### config.mk
export PLATFORM = sky130hd
export DESIGN_NAME = pingpong_blk_assembler
export DESIGN_NICKNAME = d
export VERILOG_FILES = /design/src/rtl/pingpong_blk_assembler_pkg.sv /design/src/rtl/ppa_delay_line.sv /design/src/rtl/pingpong_blk_assembler.sv
export SDC_FILE = /design/constraint.sdc
export NUM_CORES = 1
export LEC_CHECK = 0
export CAP_MARGIN = 15
export CORE_MARGIN = 4
export CORE_UTILIZATION = 30
export CTS_CLUSTER_DIAMETER = 200
export DETAILED_ROUTE_END_ITERATION = 6
export DONT_BUFFER_PORTS = 1
export PLACE_DENSITY = 0.48
export SETUP_SLACK_MARGIN = 0.15
export SYNTH_ARGS = -nofsm -noshare
export SYNTH_HDL_FRONTEND = slang
export SYNTH_SLANG_ARGS = --single-unit
export TNS_END_PERCENT = 50
### constraint.sdc
create_clock -name clk -period 2.9 [get_ports clk]
set_input_delay 0.435 -clock clk [delete_from_list [all_inputs] [get_ports clk]]
set_output_delay 0.435 -clock clk [all_outputs]
set_load 0.1 [all_outputs]
### src/rtl/pingpong_blk_assembler_pkg.sv
// Shared constants, bank index type and counter-width helper for the ping/pong block assembler.
package pingpong_blk_assembler_pkg;

    localparam int unsigned SUB_BLK_BIT = 32;
    localparam int unsigned PPA_NUM_SUB = 16;
    localparam int unsigned PPA_LAT     = 6;

    typedef enum logic {
        BankPing = 1'b0,
        BankPong = 1'b1
    } bank_e;

    // Bits needed to count 0..n-1; never less than one.
    function automatic int unsigned ppa_log2(input int unsigned n);
        int unsigned w;
        w = 1;
        while ((32'd1 << w) < n) begin
            w = w + 1;
        end
        return w;
    endfunction

endpackage

### src/rtl/ppa_delay_line.sv
// LAT-deep single-bit shift register with asynchronous active-low clear; tap is the oldest stage.
module ppa_delay_line #(
    parameter int unsigned LAT = 6
) (
    input  logic clk,
    input  logic reset,
    input  logic din,
    output logic dout
);

    logic [LAT-1:0] sr_q;

    if (LAT == 1) begin : g_one
        always_ff @(posedge clk or negedge reset) begin
            if (!reset) begin
                sr_q <= '0;
            end else begin
                sr_q <= din;
            end
        end
    end else begin : g_multi
        always_ff @(posedge clk or negedge reset) begin
            if (!reset) begin
                sr_q <= '0;
            end else begin
                sr_q <= {sr_q[LAT-2:0], din};
            end
        end
    end

    assign dout = sr_q[LAT-1];

endmodule

### src/rtl/pingpong_blk_assembler.sv
// Packs NUM_SUB pipe-aligned sub-blocks into ping/pong banks with credit-based issue control.
// Optional macro PPA_PARITY_EN adds a per-slice even-parity output (out_parity).
module pingpong_blk_assembler
    import pingpong_blk_assembler_pkg::*;
#(
    parameter int unsigned SUB_W   = SUB_BLK_BIT,
    parameter int unsigned NUM_SUB = PPA_NUM_SUB,
    parameter int unsigned LAT     = PPA_LAT
) (
    input  logic                     clk,
    input  logic                     reset,
    input  logic                     issue_valid,
    output logic                     issue_ready,
    input  logic [SUB_W-1:0]         subBlki,
    output logic                     out_valid,
    input  logic                     out_ready,
    output logic [NUM_SUB*SUB_W-1:0] out_data,
    output logic                     out_bank
`ifdef PPA_PARITY_EN
    ,
    output logic [NUM_SUB-1:0]       out_parity
`endif
);

    localparam int unsigned CW = ppa_log2(NUM_SUB);
    localparam logic [CW-1:0] LAST = CW'(NUM_SUB - 1);

    logic [CW-1:0] icnt_q;
    logic [CW-1:0] wcnt_q;
    logic [1:0]    reserved_q;
    logic [1:0]    full_q;
    bank_e         wsel_q;
    bank_e         rsel_q;

    logic [NUM_SUB-1:0][SUB_W-1:0] bank_q [2];

    logic accept;
    logic do_reserve;
    logic do_release;
    logic dv;

    // A started line is never stalled; only a line start needs a free bank credit.
    assign issue_ready = (icnt_q != '0) || (reserved_q < 2'd2);
    assign accept      = issue_valid && issue_ready;
    assign do_reserve  = accept && (icnt_q == '0);

    assign out_valid  = full_q[rsel_q];
    assign do_release = out_valid && out_ready;
    assign out_data   = bank_q[rsel_q];
    assign out_bank   = rsel_q;

    always_ff @(posedge clk or negedge reset) begin
        if (!reset) begin
            icnt_q     <= '0;
            reserved_q <= '0;
        end else begin
            if (accept) begin
                icnt_q <= (icnt_q == LAST) ? '0 : icnt_q + CW'(1);
            end
            if (do_reserve && !do_release && (reserved_q != 2'd2)) begin
                reserved_q <= reserved_q + 2'd1;
            end else if (do_release && !do_reserve && (reserved_q != 2'd0)) begin
                reserved_q <= reserved_q - 2'd1;
            end
        end
    end

    ppa_delay_line #(
        .LAT(LAT)
    ) u_delay (
        .clk  (clk),
        .reset(reset),
        .din  (accept),
        .dout (dv)
    );

    // Credits guarantee the write bank is never the full bank being presented.
    always_ff @(posedge clk or negedge reset) begin
        if (!reset) begin
            wcnt_q    <= '0;
            wsel_q    <= BankPing;
            rsel_q    <= BankPing;
            full_q    <= '0;
            bank_q[0] <= '0;
            bank_q[1] <= '0;
        end else begin
            if (do_release) begin
                full_q[rsel_q] <= 1'b0;
                rsel_q         <= bank_e'(~rsel_q);
            end
            if (dv) begin
                bank_q[wsel_q][wcnt_q] <= subBlki;
                if (wcnt_q == LAST) begin
                    full_q[wsel_q] <= 1'b1;
                    wsel_q         <= bank_e'(~wsel_q);
                    wcnt_q         <= '0;
                end else begin
                    wcnt_q <= wcnt_q + CW'(1);
                end
            end
        end
    end

`ifdef PPA_PARITY_EN
    logic [NUM_SUB-1:0] par_q [2];

    always_ff @(posedge clk or negedge reset) begin
        if (!reset) begin
            par_q[0] <= '0;
            par_q[1] <= '0;
        end else if (dv) begin
            par_q[wsel_q][wcnt_q] <= ^subBlki;
        end
    end

    assign out_parity = par_q[rsel_q];
`endif

endmodule

Yosys cells after proc, flatten, opt, wreduce, memory -nomap -nowiden
Cells that the tools add are included.
{"block": "classes", "n_addsub": 4, "order_cmp": 10, "n_eq_ne": 3, "mux": 21, "bitwise_logic": 7, "reduce_logical": 19}
{"cell": "512-bit two-way mux", "count": 4}
{"cell": "1024-bit bitwise mux", "count": 1}
{"cell": "512-bit demux with 1-bit select", "count": 1}
{"cell": "32-bit demux with 4-bit select", "count": 1}
{"cell": "32-bit two-way mux", "count": 1}
{"cell": "1-bit logical AND", "count": 11}
{"cell": "2-bit two-way mux", "count": 5}
{"cell": "4-bit by 1-bit adder with 4-bit output, second input constant", "count": 2}
{"cell": "4-bit equality test, second input constant", "count": 2}
{"cell": "4-bit two-way mux", "count": 2}
{"cell": "4-bit by 5-bit less-than comparator with 1-bit output, second input constant", "count": 1}
{"cell": "2-bit greater-or-equal comparator, second input constant", "count": 2}
{"cell": "4-bit by 1-bit greater-or-equal comparator with 1-bit output, second input constant", "count": 1}
{"cell": "4-bit zero test", "count": 1}
{"cell": "1-bit by 2-bit less-than comparator with 1-bit output, second input constant", "count": 2}
{"cell": "1-bit two-way mux", "count": 4}
{"cell": "1-bit inverter with 2-bit output", "count": 2}
{"cell": "2-bit nonzero test", "count": 2}
{"cell": "4-bit nonzero test", "count": 1}
{"cell": "2-bit by 1-bit adder with 2-bit output, second input constant", "count": 1}
{"cell": "2-bit bitwise AND", "count": 1}
{"cell": "1-bit demux with 1-bit select", "count": 2}
{"cell": "1-bit greater-or-equal comparator, second input constant", "count": 2}
{"cell": "1-bit zero test", "count": 2}
{"cell": "9 further kinds", "count": 10}
{"block": "totals", "ff_bits": 1044, "out_inout_bits": 515, "wordCells": 103}

Depth between registers and ports, before layout
Gate-level depths: netlist (run 1).
{"block": "logic_depth", "depth_word": 10, "ltp_mapped": 6}

By module
From an unflattened synthesis (run 1), not the netlist that was laid out.
{"block": "hier_totals", "cells_unflattened": 2938, "area_unflattened_um2": 45283.4}
{"mod": "pingpong_blk_assembler", "instances": 1, "cells_each": 2932, "area_per_inst_um2": 45133.3}
{"mod": "ppa_delay_line", "instances": 1, "cells_each": 6, "area_per_inst_um2": 150.1}

Least setup slack after synthesis (run 1)
Ideal clock, no wire load.
{"block": "synth_path", "path_type": "register -> output", "startpoint": "register rsel_q, in the netlist out_bank", "endpoint": "output out_data[174]", "arrival_ns": 2.412, "path_slack_ns": 0.053, "stages_incl_launch_ff": 6, "path_buffers": 4, "path_cell_list": "dfrtp_1 -> clkbuf_1 -> clkbuf_1 -> clkbuf_1 -> buf_2 -> mux2_2"}
{"block": "synth_via", "elab_chain_len": 4}
{"element": "start, declared", "line": "pingpong_blk_assembler.sv:33", "rtl": "bank_e rsel_q;"}
{"element": "start signal, assigned", "line": "pingpong_blk_assembler.sv:82", "rtl": "rsel_q <= BankPing;"}
{"element": "start signal, assigned", "line": "pingpong_blk_assembler.sv:89", "rtl": "rsel_q <= bank_e'(~rsel_q);"}
{"element": "1-bit inverter with 2-bit output (not written as such)", "line": "pingpong_blk_assembler.sv:49", "rtl": "assign out_data = bank_q[rsel_q];"}
{"element": "512-bit two-way mux (not written as such) (3 in a row)", "line": "pingpong_blk_assembler.sv:49"}
{"element": "end, declared", "line": "pingpong_blk_assembler.sv:17", "rtl": "output logic [NUM_SUB*SUB_W-1:0] out_data,"}
Every way passes these cells. The select of a mux whose other input is x is not followed.

Worst setup path after layout (run 1)
{"block": "layout_path", "startpoint": "register rsel_q, in the netlist out_bank", "endpoint": "output out_data[208]"}
Same word-level chain as after synthesis.

==> results of run 1 <==
[critical path, cell delays in order, from the launching register on]
cell and delay (ps):
dfrtp_4 490, buf_16 190, buf_12 150, buf_6 190
mux2_2 380, buf_12 170
[cells in the mapped netlist]
cell / count
nand2_1: 17
nor3b_1: 1
ha_1: 6
o21ai_0: 8
a21oi_1: 5
or2_2: 1
nor2_2: 16
a31oi_1: 2
a311oi_1: 1
nor3_4: 1
clkbuf_1: 102
nand3_1: 7
a2111oi_0: 1
mux2_1: 70
xnor2_1: 2
mux2_2: 1468
nand2b_1: 4
o41ai_1: 1
xor2_1: 1
buf_1: 6
nor2b_2: 1
nor2_1: 15
or3_1: 1
buf_4: 24
inv_1: 5
buf_2: 124
dfrtp_1: 1044
a21o_1: 2
or3b_2: 1
[worst max-delay path by stage]
stage                     depth (start not counted)                     end             startpoint  slack [ps]
after floorplan                                   5           out_data[174]   out_bank$_DFFE_PN0N_         310
after CTS                                         4           out_data[327]   out_bank$_DFFE_PN0N_         0.3
after global routing                              5           out_data[242]   out_bank$_DFFE_PN0N_          20
final                                             5           out_data[208]   out_bank$_DFFE_PN0N_         100
after detailed placement                          6  bank_q[78]$_DFFE_PN0P_  wcnt_q[0]$_DFFE_PN0P_         440
after global placement                            6  bank_q[82]$_DFFE_PN0P_  wcnt_q[0]$_DFFE_PN0P_         480
[layout by cell type (no fill, tap or decap), types with 2 or more instances in the layout]
master / n
a21o_1: 2
a21oi_1: 5
a31oi_1: 2
buf_12: 339
buf_16: 21
buf_4: 71
buf_6: 4
buf_8: 3
bufbuf_16: 2
bufinv_16: 9
clkbuf_1: 26
clkbuf_16: 123
clkbuf_8: 32
clkinv_16: 2
clkinv_2: 18
clkinvlp_4: 5
dfrtp_1: 1043
diode_2: 3
dlygate4sd3_1: 22
ha_1: 6
inv_1: 5
inv_16: 3
inv_6: 3
mux2_1: 70
mux2_2: 1282
mux2_4: 186
nand2_1: 17
nand2b_1: 4
nand3_1: 7
nor2_4: 31
o21ai_0: 8
xnor2_1: 2
[layer usage]
| layer | vias up | track usage, % |
|---|---|---|
| li1 | 11114 | - |
| met1 | 14012 | 22.6 |
| met2 | 641 | 31.2 |
| met3 | 199 | 5.72 |
| met4 | 0 | 6.01 |
| met5 | - | 0 |
[layout make-up]
class,instances,area [um^2],area share (%)
antenna,3,7.51,0.0125
clock buffer,176,3490,5.83
clock inverter,42,569,0.950
inverter,5,18.8,0.0313
multi-input combinational,1632,18800,31.3
sequential,1044,26100,43.6
tap,2016,2520,4.21
timing repair buffer,467,8400,14.0
[logic make-up (layout without fill, tap and decap cells)]
group / count (synthesis) / count (layout) / share of synthesized area (%)
buf+inv: 261 / 690 / 2.71
fa+ha+maj: 6 / 6 / 0.166
flops: 1044 / 1044 / 57.8
other cells: 0 / 3 / 0
xor+xnor: 3 / 3 / 0.0581
mux: 1538 / 1538 / 38.3
simple gates: 65 / 65 / 0.739
compound gates: 20 / 20 / 0.263
[stage by stage]
step	setup WS, ps	utilization [%]	hold WS [ps]
after global placement	482	35.7	219
after detailed placement	439	35.7	214
after floorplan	312	-	139
final	97.8	40.0	-323
after CTS	0.344	39.7	-618
after global routing	19.4	40.0	-266
[flip-flops by register name, summed over array words and instances (netlist names)]
| name | flops |
|---|---|
| u_delay.sr_q | 6 |
| wcnt_q | 4 |
| wsel_q | 1 |
| out_bank | 1 |
| reserved_q | 2 |
| bank_q | 1024 |
| icnt_q | 4 |
| full_q | 2 |
[repair_timing]
action / in CTS / in global routing
endpoints found under the hold margin: 2075 / 166
gates resized for setup: 202 / 14
cloned: 7 / 6
setup buffers: 8 / 5
setup endpoints to repair: 413 / 635
==> metrics.txt, run 1 <==
final WL 148000 um; Final Non-Filler Cells 5385; fill cell count 13529; Die Wd 396 um; Slew HR 32.8%; CP Data Required Time 2470 ps; via/cell ratio 4.82; Final setup violation count 0; status finished, violations left; WHS -323 ps; TNS Setup 0 ps; GRT Residual Overflow 0; Syn-to-layout area delta 32.5%; Slew Limit Fails 0; share of the synthesized area in the top cell type 57.8%; TritonCTS Buffers 118; violated checks negative hold slack; CP Class flip-flop to output pin; maximum number of pins on one net before global-route repair 1045; Reg clk slew, reported paths 60 ps; post-synthesis sequential area ratio 57.8%; Syn Inst Count 2937; Final min period 2800 ps; r2r setup slk 120 ps; crit end category output pin; first-pass GRT wire length 212000 um; Root Driver clkbuf_16; I/O pins 551; Final Instance Area 0.0599 mm^2; RSZ-0062 raised after global routing yes; antenna violations before repair 6; hpwl dp 92700 um; CTS tree built; CTS H-tree lvls 3; DR iter-0 viols 1057; GP Congestion 0.773; Final ANT Viol Nets 0; GRT Overall Usage 18.5%; Fin Clk Skew 17.1 ps; Sink Count 1044; #FFs+latches synth 1044; WL met2 72600 um; Critical R2R Launch wcnt_q[1]$_DFFE_PN0P_; Mapped Nets 2979; cell area after placement 0.0535 mm^2; Top Metal Used met4; Core ar. 0.150 mm^2; max_cap viols 0; Netlist Area Pre-Place 0.0452 mm^2; die area 0.157 mm^2; clock latency on the worst-skew pair 740 ps; Metal-1 WL 60800 um; peak fanout along the critical path 10; Synth area leader dfrtp_1; CTS Hold Buffers Added 54; NumNets Final 3310; R2R Path End bank_q[300]$_DFFE_PN0P_; cell count after placement 5078; fraction of layout cells with a size suffix above 1 63.6%; Starting Density 30.2%; drt pass-1 iters 7; Max Root-Sink Buffers 3; # DRC 0; post-synthesis cell type count 29; fin crit share 96.6%; Slew @ Worst Pin 1010 ps; worst min path class input pin to asynchronous set/reset pin; wire per inst 27.6 um; Worst setup SP type flip-flop; std cell rows 142; final hold violation count 166; mean area per synthesized cell 15.4 um^2; DR WL met3 10500 um; PortBufs 0; die height 396 um; top post-synthesis cells by area dfrtp_1, mux2_2, mux2_1; routed vias 25966; number of global-route vias before repair 28725; Yosys warning count 0; Peak Freq 357 MHz; worst path arrival time 2370 ps; Worst Reg-to-Reg Cells 7
Power of run 1 is not shown: default switching activity piles up to over one toggle a cycle in this logic, so the estimate is an artifact.
==> run 2, diff against run 1 <==
Settings changed: CELL_PAD_IN_SITES_DETAIL_PLACEMENT set to 1, CELL_PAD_IN_SITES_GLOBAL_PLACEMENT set to 1, PLACE_DENSITY 0.48 to 0.54.
==> metrics.txt, run 2 (synthesized netlist as in run 1, its figures left out) <==
status finished, violations left (unchanged); violated checks negative hold slack (unchanged); Worst setup SP type flip-flop (unchanged); biggest regs bank_q: 1024 flops, u_delay.sr_q: 6 flops (unchanged); GP Congestion 0.784 (was 0.773); first-pass GRT wire length 214000 um (was 212000 um); hpwl dp 93700 um (was 92700 um); routed vias 25604 (was 25966); Fin Clk Skew 42.0 ps (was 17.1 ps); most common cell after layout, fill and taps aside mux2_2 (unchanged); std cell rows 142 (unchanged); fraction of layout cells with a size suffix above 1 61.9% (was 63.6%); max reg flops 1024 (unchanged); number of global-route vias before repair 28688 (was 28725); worst min path class input pin to asynchronous set/reset pin (unchanged); Slew @ Worst Pin 1080 ps (was 1010 ps); Reg clk slew, reported paths 60 ps (about the same); DR iter-0 viols 1071 (was 1057); CP Data Required Time 2470 ps (about the same); Final ANT Viol Nets 0 (unchanged); maximum number of pins on one net before global-route repair 1045 (unchanged); fin crit share 99.1% (was 96.6%); Root Driver clkbuf_16 (unchanged); peak fanout along the critical path 12 (was 10); Syn-to-layout area delta 27.6% (was 32.5%); fill cell count 14748 (was 13529); PortBufs 0 (unchanged); CP Class flip-flop to output pin (unchanged); Final setup violation count 0 (unchanged); GRT Overall Usage 18.6% (was 18.5%); Slew HR 27.7% (was 32.8%); cell count after placement 4943 (was 5078); final hold violation count 251 (was 166); Sink Count 1044 (unchanged); CTS H-tree lvls 3 (unchanged); TritonCTS Buffers 121 (was 118); antenna violations before repair 7 (was 6); worst path arrival time 2440 ps (was 2370 ps); final WL 151000 um (was 148000 um); Final Non-Filler Cells 5264 (was 5385); WHS -503 ps (was -323 ps); Slew Limit Fails 0 (unchanged); die area 0.157 mm^2 (unchanged); Core ar. 0.150 mm^2 (unchanged); GRT Residual Overflow 0 (unchanged); Starting Density 30.2% (unchanged); max_cap viols 0 (unchanged); NumNets Final 3180 (was 3310); die height 396 um (unchanged); I/O pins 551 (unchanged); commonest non-fill, non-tap cells in the layout mux2_2, dfrtp_1, mux2_4 (was mux2_2, dfrtp_1, buf_12); clock latency on the worst-skew pair 760 ps (was 740 ps); CTS tree built (unchanged); RSZ-0062 raised after global routing yes (unchanged); Peak Freq 348 MHz (was 357 MHz); crit end category output pin (unchanged); drt pass-1 iters 4 (was 7); Final min period 2870 ps (was 2800 ps); Max Root-Sink Buffers 3 (unchanged); Largest Register bank_q (unchanged); via/cell ratio 4.86 (was 4.82); wire per inst 28.7 um (was 27.6 um); # DRC 0 (unchanged); Layout Utilization 38.5% (was 40.0%); Die Wd 396 um (unchanged)
run 2: cell count changes in the layout (fill, tap and decap cells not counted), sizes merged:
| cell | delta |
|---|---|
| buf | -139 |
| bufbuf | -2 |
| bufinv | -1 |
| clkbuf | +12 |
| clkinv | +4 |
| clkinvlp | -2 |
| diode | +6 |
| dlygate4sd3 | +3 |
| inv | -2 |
run 2: repair_timing:
item / 4_1_cts / 5_1_grt
gates resized for setup: 92 / 172
buffers inserted: 2 / 7
pin swaps: 0 / 0
endpoints found under the hold margin: 2077 / 319
hold buffers: 55 / 5
setup endpoints to repair: 500 / 757
gates cloned: 1 / 13
run 2: critical path: stages (launching register included):
cell       delay (ps)
dfrtp_4           560
buf_4             180
clkbuf_16         170
buf_4             160
mux2_2            600
run 2: cell type report:
class | count | area [um^2] | share of cell area (%)
multi-input cells | 1632 | 19000 | 32.9
flip-flops and latches | 1044 | 26100 | 45.3
diodes | 9 | 22.5 | 0.0390
repair buffers | 334 | 5920 | 10.3
clock inverters | 41 | 556 | 0.962
clock buffers | 183 | 3570 | 6.19
well taps | 2016 | 2520 | 4.37
inverters | 5 | 18.8 | 0.0325
run 2: path summary, 6_finish.rpt:
kind                       slack [ps]  cells after the start                       from                         to
hold / removal                   -500                      1                      reset      icnt_q[2]$_DFFE_PN0N_
min in group clk                   60                      2                subBlki[14]    bank_q[334]$_DFFE_PN0P_
setup reg to reg                  150                      5      wcnt_q[2]$_DFFE_PN0P_    bank_q[297]$_DFFE_PN0P_
setup / recovery                   30                      4       out_bank$_DFFE_PN0N_               out_data[70]
hold reg to reg                   350                      0  u_delay.sr_q[2]$_DFF_PN0_  u_delay.sr_q[3]$_DFF_PN0_
max in group asynchronous         630                      4                      reset    bank_q[365]$_DFFE_PN0P_
run 2: through the flow:
stage	instance area (um^2)	setup TNS [ps]	setup slack, ps	hold WS, ps
after floorplan	45200	0	312	139
after detailed placement	51100	0	416	248
after global routing	57700	-3210	-54.3	-539
final	57700	0	27.3	-503
after global placement	51100	0	490	210
after CTS	56500	-16050	-111	-579
run 2: layer usage:
layer | wire [um] | part of all wire [%] | track usage (%)
met1 | 64000 | 42 | 23.6
met4 | 3110 | 2.1 | 4.43
met3 | 10500 | 7.0 | 5.32
met2 | 73400 | 49 | 31.3
met5 | 0 | 0 | 0
Power of run 2 is left out for the same reason.
==> run 3, diff against run 2 <==
Settings changed: PLACE_DENSITY 0.54 to unset, PLACE_DENSITY_LB_ADDON set to 0.1.
==> metrics.txt, run 3 (synthesized netlist as in run 1, its figures left out) <==
r2r setup slk 250 ps (was 150 ps); Layout Utilization 39.2% (was 38.5%); Critical R2R Launch u_delay.sr_q[5]$_DFF_PN0_ (was wcnt_q[2]$_DFFE_PN0P_); via/cell ratio 4.85 (was 4.86); die height 396 um (unchanged); GRT Overall Usage 19.0% (was 18.6%); first-pass GRT wire length 217000 um (was 214000 um); Final Instance Area 0.0586 mm^2 (was 0.0577 mm^2); die area 0.157 mm^2 (unchanged); CTS H-tree lvls 4 (was 3); status finished, violations left (unchanged); most common cell after layout, fill and taps aside mux2_2 (unchanged); DR iter-0 viols 961 (was 1071); cell area after placement 0.0511 mm^2 (about the same); crit end category output pin (unchanged); wire per inst 29.1 um (was 28.7 um); GRT Residual Overflow 0 (unchanged); number of global-route vias before repair 28641 (was 28688); TNS Setup 0 ps (unchanged); Syn-to-layout area delta 29.7% (was 27.6%); Slew @ Worst Pin 1100 ps (was 1080 ps); TritonCTS Buffers 132 (was 121); Die Wd 396 um (unchanged); Critical Path Sink out_data[159] (was out_data[70]); PortBufs 0 (unchanged); fill cell count 14649 (was 14748); I/O pins 551 (unchanged); Peak Freq 353 MHz (was 348 MHz); # DRC 0 (unchanged); fraction of layout cells with a size suffix above 1 62.5% (was 61.9%); peak fanout along the critical path 9 (was 12); Final min period 2830 ps (was 2870 ps); drt pass-1 iters 5 (was 4); sequential cell area 0.0261 mm^2 (unchanged); Slew Limit Fails 0 (unchanged); Worst setup SP type flip-flop (unchanged); final hold violation count 339 (was 251); NumNets Final 3196 (was 3180); biggest regs bank_q: 1024 flops, u_delay.sr_q: 6 flops (unchanged); violated checks negative hold slack (unchanged); fin crit share 97.6% (was 99.1%); CTS Hold Buffers Added 40 (was 55); CP Class flip-flop to output pin (unchanged); GP Congestion 0.761 (was 0.784); worst path arrival time 2400 ps (was 2440 ps); Max Root-Sink Buffers 3 (unchanged); Largest Register bank_q (unchanged); Reg clk slew, reported paths 60 ps (about the same); final WL 153000 um (was 151000 um); Final ANT Viol Nets 0 (unchanged); Sink Count 1044 (unchanged); Critical Path Start out_bank$_DFFE_PN0N_ (unchanged); hpwl dp 94000 um (was 93700 um); Worst Reg-to-Reg Cells 6 (was 5); Starting Density 30.2% (unchanged); maximum number of pins on one net before global-route repair 1045 (unchanged); CP Data Required Time 2470 ps (about the same); std cell rows 142 (unchanged); max_cap viols 0 (unchanged); Final setup violation count 0 (unchanged); Fin Clk Skew 19.8 ps (was 42.0 ps); routed vias 25538 (was 25604); clock latency on the worst-skew pair 740 ps (was 760 ps); WHS -611 ps (was -503 ps); Slew HR 26.4% (was 27.7%); Root Driver clkbuf_16 (unchanged); CTS tree built (unchanged); RSZ-0062 raised after global routing yes (unchanged); R2R Path End bank_q[678]$_DFFE_PN0P_ (was bank_q[297]$_DFFE_PN0P_); worst min path class input pin to asynchronous set/reset pin (unchanged); commonest non-fill, non-tap cells in the layout mux2_2, dfrtp_1, mux2_4 (unchanged); antenna violations before repair 3 (was 7); area of the multi-input gates 0.0195 mm^2 (was 0.0190 mm^2); max reg flops 1024 (unchanged); Core ar. 0.150 mm^2 (unchanged)
run 3: worst min path at each step:
stage / from / end / slack [ps]
final: reset / bank_q[760]$_DFFE_PN0P_ / -610
after floorplan: reset / bank_q[0]$_DFFE_PN0P_ / 140
after detailed placement: reset / bank_q[762]$_DFFE_PN0P_ / 170
after global routing: reset / bank_q[250]$_DFFE_PN0P_ / -680
after global placement: reset / bank_q[729]$_DFFE_PN0P_ / 180
after CTS: reset / bank_q[762]$_DFFE_PN0P_ / -660
run 3: stage by stage:
| stage | setup slack, ps | std cells |
|---|---|---|
| after floorplan | 312 | 2937 |
| after global placement | 594 | 4946 |
| after detailed placement | 554 | 4946 |
| after CTS | -4.28 | 5237 |
| after global routing | -16.9 | 5269 |
| final | 69.1 | 5270 |
run 3: routing by layer:
| layer | GRT usage [%] | up-vias | part of all wire (%) |
|---|---|---|---|
| met5 | 0 | - | 0 |
| met4 | 5.49 | 0 | 2.8 |
| met3 | 5.64 | 210 | 6.5 |
| met2 | 31.8 | 573 | 48 |
| met1 | 23.8 | 13882 | 42 |
| li1 | - | 10873 | - |
run 3: worst max-delay path: stages (launching register included):
cell,delay (ps)
dfrtp_4,500
buf_12,160
buf_12,150
buf_4,190
mux2_2,650
run 3: final cells by class:
cell class                 instances  area share, %
sequential                      1044           44.6
multi-input combinational       1632           33.3
timing repair buffer             339           10.4
clock buffer                     202           6.72
tap                             2016           4.30
clock inverter                    31          0.653
inverter                           5         0.0320
antenna                            1        0.00427
run 3: timing repair:
action                                  CTS  global route
endpoints found under the hold margin  2075           459
cloned                                    5            13
pin swaps                                 0             0
gates resized for setup                 266           180
setup endpoints to repair               447           424
setup buffers                            13            14
Power of run 3 is left out for the same reason.
